--- src/rtl/seg_decoder_capture_pkg.sv ---
// seg_decoder_capture_pkg: 7-segment pattern constants and capture FSM types.
package seg_decoder_capture_pkg;

    localparam logic [6:0] SEG_0 = 7'h3f;
    localparam logic [6:0] SEG_1 = 7'h06;
    localparam logic [6:0] SEG_2 = 7'h5b;
    localparam logic [6:0] SEG_3 = 7'h4f;
    localparam logic [6:0] SEG_4 = 7'h66;
    localparam logic [6:0] SEG_5 = 7'h6d;
    localparam logic [6:0] SEG_6 = 7'h7d;
    localparam logic [6:0] SEG_7 = 7'h07;
    localparam logic [6:0] SEG_8 = 7'h7f;
    localparam logic [6:0] SEG_9 = 7'h6f;

    localparam logic [6:0] SEG_TABLE [10] = '{SEG_0, SEG_1, SEG_2, SEG_3, SEG_4,
                                              SEG_5, SEG_6, SEG_7, SEG_8, SEG_9};

    localparam logic [8:0] SEG_BLANK = 9'h000;
    localparam logic [5:0] MAX_VALUE = 6'd59;

    typedef enum logic {NOVAL, VALID} state_t;

endpackage

--- src/rtl/seg_decoder_capture_digit_decode.sv ---
// seg7_digit_decode: maps a DIG/DP/segment pattern to {legal, bcd}.
module seg7_digit_decode
    import seg_decoder_capture_pkg::*;
(
    input  logic [8:0] pattern,
    output logic       legal,
    output logic [3:0] bcd
);

    logic hit;

    always_comb begin
        hit = 1'b0;
        bcd = 4'd0;
        for (int i = 0; i < 10; i++) begin
            if (pattern[6:0] == SEG_TABLE[i]) begin
                hit = 1'b1;
                bcd = 4'(i);
            end
        end
        legal = hit && pattern[8:7] == 2'b00;
    end

endmodule

--- src/rtl/seg_decoder_capture.sv ---
// seg_decoder_capture: debounces two 7-segment digit patterns and captures a 0..59 value.
module seg_decoder_capture
    import seg_decoder_capture_pkg::*;
#(
    parameter int STABLE_CYCLES = 4
) (
    input  logic       clk,
    input  logic       rst,
    input  logic [8:0] seg_led_1,
    input  logic [8:0] seg_led_2,
    output logic [3:0] digit_tens,
    output logic [3:0] digit_ones,
    output logic [5:0] value,
    output logic       value_valid,
    output logic       change_pulse,
    output logic       code_err,
    output logic [7:0] err_count
);

    logic [8:0] samp_1, samp_2, prev_1, prev_2;
    logic [3:0] stable_cnt;
    logic       legal_t, legal_o;
    logic [3:0] bcd_t, bcd_o;
    logic [6:0] raw;
    logic       same, eval, blank, legal_pair, accept, reject;
    state_t     state, state_next;

    seg7_digit_decode u_tens (.pattern(samp_1), .legal(legal_t), .bcd(bcd_t));
    seg7_digit_decode u_ones (.pattern(samp_2), .legal(legal_o), .bcd(bcd_o));

    // stable_cnt trails the sample pipe by one edge, so the run completes when the
    // newest sample matches and the counter has seen STABLE_CYCLES-2 matching pairs
    assign same       = {samp_1, samp_2} == {prev_1, prev_2};
    assign eval       = same && stable_cnt == 4'(STABLE_CYCLES - 2);
    assign blank      = samp_1 == SEG_BLANK && samp_2 == SEG_BLANK;
    assign raw        = 7'(bcd_t) * 7'd10 + 7'(bcd_o);
    assign legal_pair = legal_t && legal_o && raw <= 7'(MAX_VALUE);
    assign accept     = eval && !blank && legal_pair;
    assign reject     = eval && !blank && !legal_pair;
    assign value_valid = state == VALID;

    always_comb begin
        state_next = state;
        if (eval && blank)
            state_next = NOVAL;
        else if (accept)
            state_next = VALID;
    end

    always_ff @(posedge clk) begin
        if (rst) begin
            samp_1       <= '0;
            samp_2       <= '0;
            prev_1       <= '0;
            prev_2       <= '0;
            stable_cnt   <= '0;
            state        <= NOVAL;
            digit_tens   <= '0;
            digit_ones   <= '0;
            value        <= '0;
            change_pulse <= 1'b0;
            code_err     <= 1'b0;
            err_count    <= '0;
        end else begin
            samp_1       <= seg_led_1;
            samp_2       <= seg_led_2;
            prev_1       <= samp_1;
            prev_2       <= samp_2;
            stable_cnt   <= !same ? 4'd0 : stable_cnt == 4'(STABLE_CYCLES) ? stable_cnt : stable_cnt + 4'd1;
            state        <= state_next;
            change_pulse <= accept && (state == NOVAL || raw[5:0] != value);
            code_err     <= reject;
            if (accept) begin
                digit_tens <= bcd_t;
                digit_ones <= bcd_o;
                value      <= raw[5:0];
            end
            if (reject && err_count != 8'hff)
                err_count <= err_count + 8'd1;
        end
    end

endmodule

--- config.mk ---
export PLATFORM = sky130hd
export DESIGN_NAME = seg_decoder_capture
export DESIGN_NICKNAME = d
export VERILOG_FILES = /design/src/rtl/seg_decoder_capture_pkg.sv /design/src/rtl/seg_decoder_capture_digit_decode.sv /design/src/rtl/seg_decoder_capture.sv
export SDC_FILE = /design/constraint.sdc
export NUM_CORES = 1
export LEC_CHECK = 0
export ABC_AREA = 1
export CAP_MARGIN = 20
export CORE_ASPECT_RATIO = 1.25
export CORE_MARGIN = 2
export CORE_UTILIZATION = 45
export CTS_BUF_LIST = sky130_fd_sc_hd__clkbuf_2 sky130_fd_sc_hd__clkbuf_4 sky130_fd_sc_hd__clkbuf_8
export CTS_CLUSTER_DIAMETER = 120
export DETAILED_ROUTE_END_ITERATION = 10
export GPL_TIMING_DRIVEN = 0
export PLACE_DENSITY = 0.7
export SLEW_MARGIN = 5
export SYNTH_ARGS = -nofsm -noshare
export SYNTH_HDL_FRONTEND = slang
export SYNTH_SLANG_ARGS = --single-unit
--- constraint.sdc ---
create_clock -name clk -period 3.2 [get_ports clk]
set_clock_uncertainty 0.15 [all_clocks]
set_input_delay 0.64 -clock clk [delete_from_list [all_inputs] [get_ports clk]]
set_output_delay 0.64 -clock clk [all_outputs]
set_load 0.05 [all_outputs]
== Word-level counts from Yosys, hierarchy flattened ==
Cells that the tools add are included.

* Flip-flop bits (word level): 65
* Input port bits: 20
* Output and inout bits: 25
* Logic and storage cells: 103

* Add/subtract/negate cells: 3
* Multiply operators: 1
* Order comparisons: 1
* Equal/unequal tests: 25
* Multiplexer cells: 38
* Bitwise gates (word level): 2
* Reductions and logical operators: 21

{| class="wikitable"
|+ Operators with widths
! cell !! number
|-
| 7-bit equality test (second input constant) || 14
|-
| 7-bit by 3-bit equality test with 1-bit output (second input constant) || 4
|-
| 3-bit two-way mux || 8
|-
| 1-bit two-way mux || 22
|-
| 18-bit equality test || 1
|-
| 9-bit logical NOT || 2
|-
| 4-bit two-way mux || 4
|-
| 7-bit by 6-bit equality test with 1-bit output (second input constant) || 2
|-
| 1-bit logical AND || 12
|-
| 8-bit by 1-bit adder with 8-bit output (second input constant) || 1
|-
| 2-bit two-way mux || 4
|-
| 8-bit inequality test (second input constant) || 1
|-
| 7-bit by 4-bit adder with 7-bit output || 1
|-
| 7-bit by 6-bit <= comparator with 1-bit output (second input constant) || 1
|-
| 4-bit by 3-bit multiplier with 6-bit output (second input constant) || 1
|-
| 6-bit inequality test || 1
|-
| 4-bit by 1-bit adder with 4-bit output (second input constant) || 1
|-
| 4-bit by 2-bit equality test with 1-bit output (second input constant) || 1
|-
| 4-bit by 3-bit equality test with 1-bit output (second input constant) || 1
|-
| 2-bit logical NOT || 2
|-
| 2-bit OR reduction || 2
|-
| 1-bit logical NOT || 2
|-
| 1-bit NOT || 2
|-
| 1-bit logical OR || 1
|}

== Depth between registers and ports, before layout ==
* Depth in word-level cells: 17
* Gate-level depth with buffers: 25
* Gate-level depth less buffers: 24

== Modules after synthesis ==
A second synthesis with hierarchy kept.

* Cells, all modules: 510
* Area total of the unflattened synthesis: 3435.8 sq um

{| class="wikitable"
|+ By module, submodules not included
! module !! instances !! cells each !! area each (sq um) !! sequential area each (sq um)
|-
| seg_decoder_capture || 1 || 410 || 2980.4 || 1281.2
|-
| seg7_digit_decode || 2 || 50 || 227.7 || 0.0
|}

== Worst setup path before layout ==
OpenSTA, ideal clock, no wires.

* Path kind: flip-flop to flip-flop
* Start point: register samp_1[4]
* End point: register value[3]
* Library setup time: 0.114 ns
* Arrival time: 2.844 ns
* Required time: 2.936 ns
* Setup slack: 0.092 ns
* Cell stages (with the launch flop): 23
* Path buffers: 1
* Clock period less this slack: 3.108 ns
* Path through: dfxtp_1 -> inv_2 -> nand2_1 -> nor2_2 -> nand2_2 -> nand4_1 -> ha_1 -> ha_1 -> fa_1 -> nand2_1 -> inv_1 -> nand4_1 -> nand2_1 -> inv_1 -> nand2_1 -> nand2_2 -> nand2_4 -> clkinv_1 -> nand2_2 -> nor2_4 -> buf_6 -> o21ai_1 -> nor2_1

* Elaborated cells on any way between the ends: 42
* Those cells by class: 1 x add/sub; 1 x mul; 1 x order compare; 11 x eq/ne; 19 x mux; 9 x reduce/logical

{| class="wikitable"
|+ RTL lines
! element !! line !! RTL
|-
| start, declared || seg_decoder_capture.sv:20 || <nowiki>logic [8:0] samp_1, samp_2, prev_1, prev_2;</nowiki>
|-
| start signal, assigned || seg_decoder_capture.sv:65 || <nowiki>samp_1 <= seg_led_1;</nowiki>
|-
| 7-bit equality test || seg_decoder_capture_digit_decode.sv:16 || <nowiki>if (pattern[6:0] == SEG_TABLE[i]) begin</nowiki>
|-
| 2-bit two-way mux (2 in a row) || seg_decoder_capture_digit_decode.sv:16 ||
|-
| 3-bit two-way mux (4 in a row) || seg_decoder_capture_digit_decode.sv:16 ||
|-
| 4-bit two-way mux || seg_decoder_capture_digit_decode.sv:16 ||
|-
| 4-bit two-way mux (*) || seg_decoder_capture_digit_decode.sv:16 ||
|-
| net bcd_t[1] || seg_decoder_capture.sv:23 || <nowiki>logic [3:0] bcd_t, bcd_o;</nowiki>
|-
| 4-bit by 3-bit multiplier with 6-bit output (*) || seg_decoder_capture.sv:36 || <nowiki>assign raw = 7'(bcd_t) * 7'd10 + 7'(bcd_o);</nowiki>
|-
| 7-bit by 4-bit adder with 7-bit output (*) || seg_decoder_capture.sv:36 ||
|-
| 7-bit by 6-bit <= comparator with 1-bit output || seg_decoder_capture.sv:37 || <nowiki>assign legal_pair = legal_t && legal_o && raw <= 7'(MAX_VALUE);</nowiki>
|-
| 1-bit logical AND || seg_decoder_capture.sv:37 ||
|-
| 1-bit logical AND || seg_decoder_capture.sv:38 || <nowiki>assign accept = eval && !blank && legal_pair;</nowiki>
|-
| end signal, assigned || seg_decoder_capture.sv:76 || <nowiki>value <= raw[5:0];</nowiki>
|-
| end, declared || seg_decoder_capture.sv:13 || <nowiki>output logic [5:0] value,</nowiki>
|}

Mark *: on every way through the listed nets, which the timed path passes. The rest lies on a longest branch.
A chain may end at the register's enable or synchronous reset.

== Worst setup path after layout ==
* Start point: register samp_1[6]
* End point: register value[5]

Same word-level chain as after synthesis.

==> reports/metrics.cfg <==
[outcome]
status = finished with violations
violations = negative setup slack

[setup_path]
critPathLaunchType = register
arrival_ns = 3.37
crit_type = reg -> reg
required_ns = 3.29
cp-end-kind = register
critPathMaxFanout = 6

[clock_tree]
path_clk_slew_ns = 0.07
cts_root_buf = clkbuf_8
cts.path.max_buffers = 2
clock_sinks = 64
cts_made_buffers = 9
h-tree-depth = 3
insertion_delay_ns = 0.34
cts_tree = built

[die]
initial_core_util_pct = 46.0
core_area_um2 = 7310
die_area_um2 = 8180
io-pin-count = 45
die-height_um = 101
fp-row-count = 35
dieWidth_um = 81.3

[final_layout]
antenna_cells = 0
fillers = 652
instances_no_fill = 672
final_area_um2 = 4510
layout-drive-gt1-share_pct = 20.3
fin_nets = 610
area_growth_pct = 34.1

[pwr]
power.density_nw_per_um2 = 352
peakVddDrop_mv = 0.299
p_leak_nw = 2.07

[placement]
dp.final_hpwl_mm = 5.24
dp_cells = 633
gp_congestion = 0.849
io_buffers = 43
post_dp_cell_area_um2 = 3910

[yosys]
synth_area_leaders = dfxtp_1 (38%), nand2_1 (13%), nor2_1 (11%)
muxShareOfSynthArea_pct = 0
synth_edf_count = 0
synth_flop_cell = dfxtp_1
ys_async_sr_fraction_pct = 0
netlist.area_leader.share_pct = 38.1
synth-simple-area-share_pct = 39.6
synth_cell_types = 37
synth_top_family_by_area = simple AND/OR/NAND/NOR gates
synth_area_per_cell_um2 = 6.75
yosys.area.top_type = dfxtp_1
synthCells = 498
yosysWarningCount = 0
synth_fa_ha_area_share_pct = 4.91
syn_nets = 530
synth-seq-cells = 64
synth_common_cells = nand2_1 (120), nor2_1 (99), inv_1 (73)
synth_most_common_cell = nand2_1
yosysSeqAreaShare_pct = 38.1
synth_area_um2 = 3360
synth_compound_area_share_pct = 4.32
synth_xor_xnor_area_share_pct = 2.61

[timing]
worstMarginPinSlew_ns = 0.553
setup_viol = 20
fmax_mhz = 305
setup_slack_ns = -0.0803
hold_viol = 0
timing.slew.headroom_pct = 63.1
finalCritPeriodShare_pct = 103
grt_setup_unrepaired = yes
post-route-min-period_ns = 3.28
drv_slew = 0

[routing]
finalWirelength_mm = 7.54
drt-initial-drc-count = 135
route.detailed.drc = 0
vias_per_cell = 4.77
postRouteAntennaNets = 0
wire_per_inst_um = 11.2
vias = 3204
first_pass_iters = 4

[grt]
grt_usage_pct = 20.0
antenna_found_initial = 0
overflow = 0
grt_pass1_wl_mm = 12.9
grt_pass1_vias = 3088
grt_max_degree = 11

[worst_hold_path]
hp-class = reg -> reg

[flow_run]
max_cap_viol_count = 0

==> timing repair <==
action | in CTS | in global routing
resized for setup | 32 | 42
hold buffers | 0 | 0
pin swaps | 20 | 21
endpoints found under the hold margin | 0 | 0
setup buffers | 21 | 3
cloned | 2 | 0
setup endpoints to repair | 24 | 24
==> sequential cells by signal (all words and copies together), names as in the netlist <==
| name | count |
|---|---|
| change_pulse | 1 |
| prev_1 | 9 |
| code_err | 1 |
| digit_ones | 4 |
| stable_cnt | 4 |
| value_valid | 1 |
| prev_2 | 9 |
| samp_2 | 9 |
| samp_1 | 9 |
| digit_tens | 4 |
| value | 5 |
| err_count | 8 |
==> power by group <==
| part | leakage [nW] | switching [W] | internal [W] |
|---|---|---|---|
| registers | 0.527 | 0.0000204 | 0.000816 |
| logic | 1.46 | 0.0000776 | 0.0000686 |
| clock network | 0.0876 | 0.000286 | 0.000318 |
| total | 2.07 | 0.000384 | 0.00120 |
==> area by class of cell <==
class | count | area, µm² | area share [%]
clock inverters | 1 | 5.00 | 0.111
well taps | 92 | 115 | 2.55
multi-input cells | 344 | 1880 | 41.8
plain buffers | 9 | 45.0 | 0.999
clock buffers | 12 | 159 | 3.52
inverters | 82 | 320 | 7.11
repair buffers | 68 | 672 | 14.9
flip-flops and latches | 64 | 1310 | 29.0
==> critical path: stages, from the launching register on <==
cell and delay, ns:
dfxtp_4 0.40, buf_12 0.11, nor2_4 0.04, nand2_2 0.08, nand4_1 0.16, ha_1 0.34, ha_2 0.19, fa_2 0.56
nand3_1 0.12, nand2_2 0.10, nor2_1 0.04, nand2_1 0.13, nand3_2 0.13, inv_2 0.09, nand2_4 0.07, nor2_4 0.18
buf_6 0.16, nand2_2 0.04, nand2_1 0.05, nor2_1 0.05
==> cell usage in the layout (no fill, tap or decap), types with 2 or more instances in the layout <==
master	n
nand2_1	110
nor2_1	93
inv_1	68
dfxtp_1	57
clkdlybuf4s50_1	43
buf_4	21
nand4_1	18
nand3_1	17
nand2_2	15
clkbuf_8	11
inv_2	10
a21oi_1	9
nor2_4	8
nor2_2	8
o21ai_1	8
ha_1	7
dfxtp_4	7
nand3_2	6
xnor2_1	6
clkbuf_1	6
nor3_1	5
nand2_4	5
o21ai_2	5
buf_12	4
inv_4	3
xor2_1	3
o21ai_0	3
buf_6	2
ha_2	2
==> worst paths after layout <==
check | from | endpoint | slack [ns] | cells past startpoint
setup / recovery | samp_1[6] | value[5] | -0.08 | 19
hold / removal | samp_1[8] | prev_1[8] | 0.31 | 2
setup reg to reg | samp_1[6] | value[5] | -0.08 | 19
hold reg to reg | samp_1[8] | prev_1[8] | 0.31 | 2
==> cell families (layout without fill, tap and decap cells) <==
group / after synthesis / in the layout
simple gates: 294 / 295
buf+inv: 91 / 172
xor+xnor: 10 / 10
flops: 64 / 64
fa+ha+maj: 12 / 12
compound gates: 27 / 27
==> metrics by stage <==
step	TNS, ns	utilization (%)	hold slack [ns]	setup WS (ns)	total power (W)
after floorplan	0	-	0.286	0.0915	0.000930
after global placement	-5.71	53.4	0.306	-0.307	0.000972
after detailed placement	-7.52	53.4	0.302	-0.398	0.000974
after CTS	0	59.7	0.312	0.00130	0.00159
after global routing	-3.86	61.6	0.344	-0.222	0.00167
final	-0.773	61.6	0.309	-0.0803	0.00159
==> layer usage <==
metal / wire (µm) / track usage (%) / part of all wire (%) / up-vias
met2: 3900 / 34.5 / 52 / 68
met1: 3130 / 22.9 / 41 / 1430
li1: - / - / - / 1687
met5: 0 / 0 / 0 / -
met3: 309 / 4.75 / 4.1 / 19
met4: 198 / 9.26 / 2.6 / 0
Note: power is estimated with default switching activity, not from simulation.
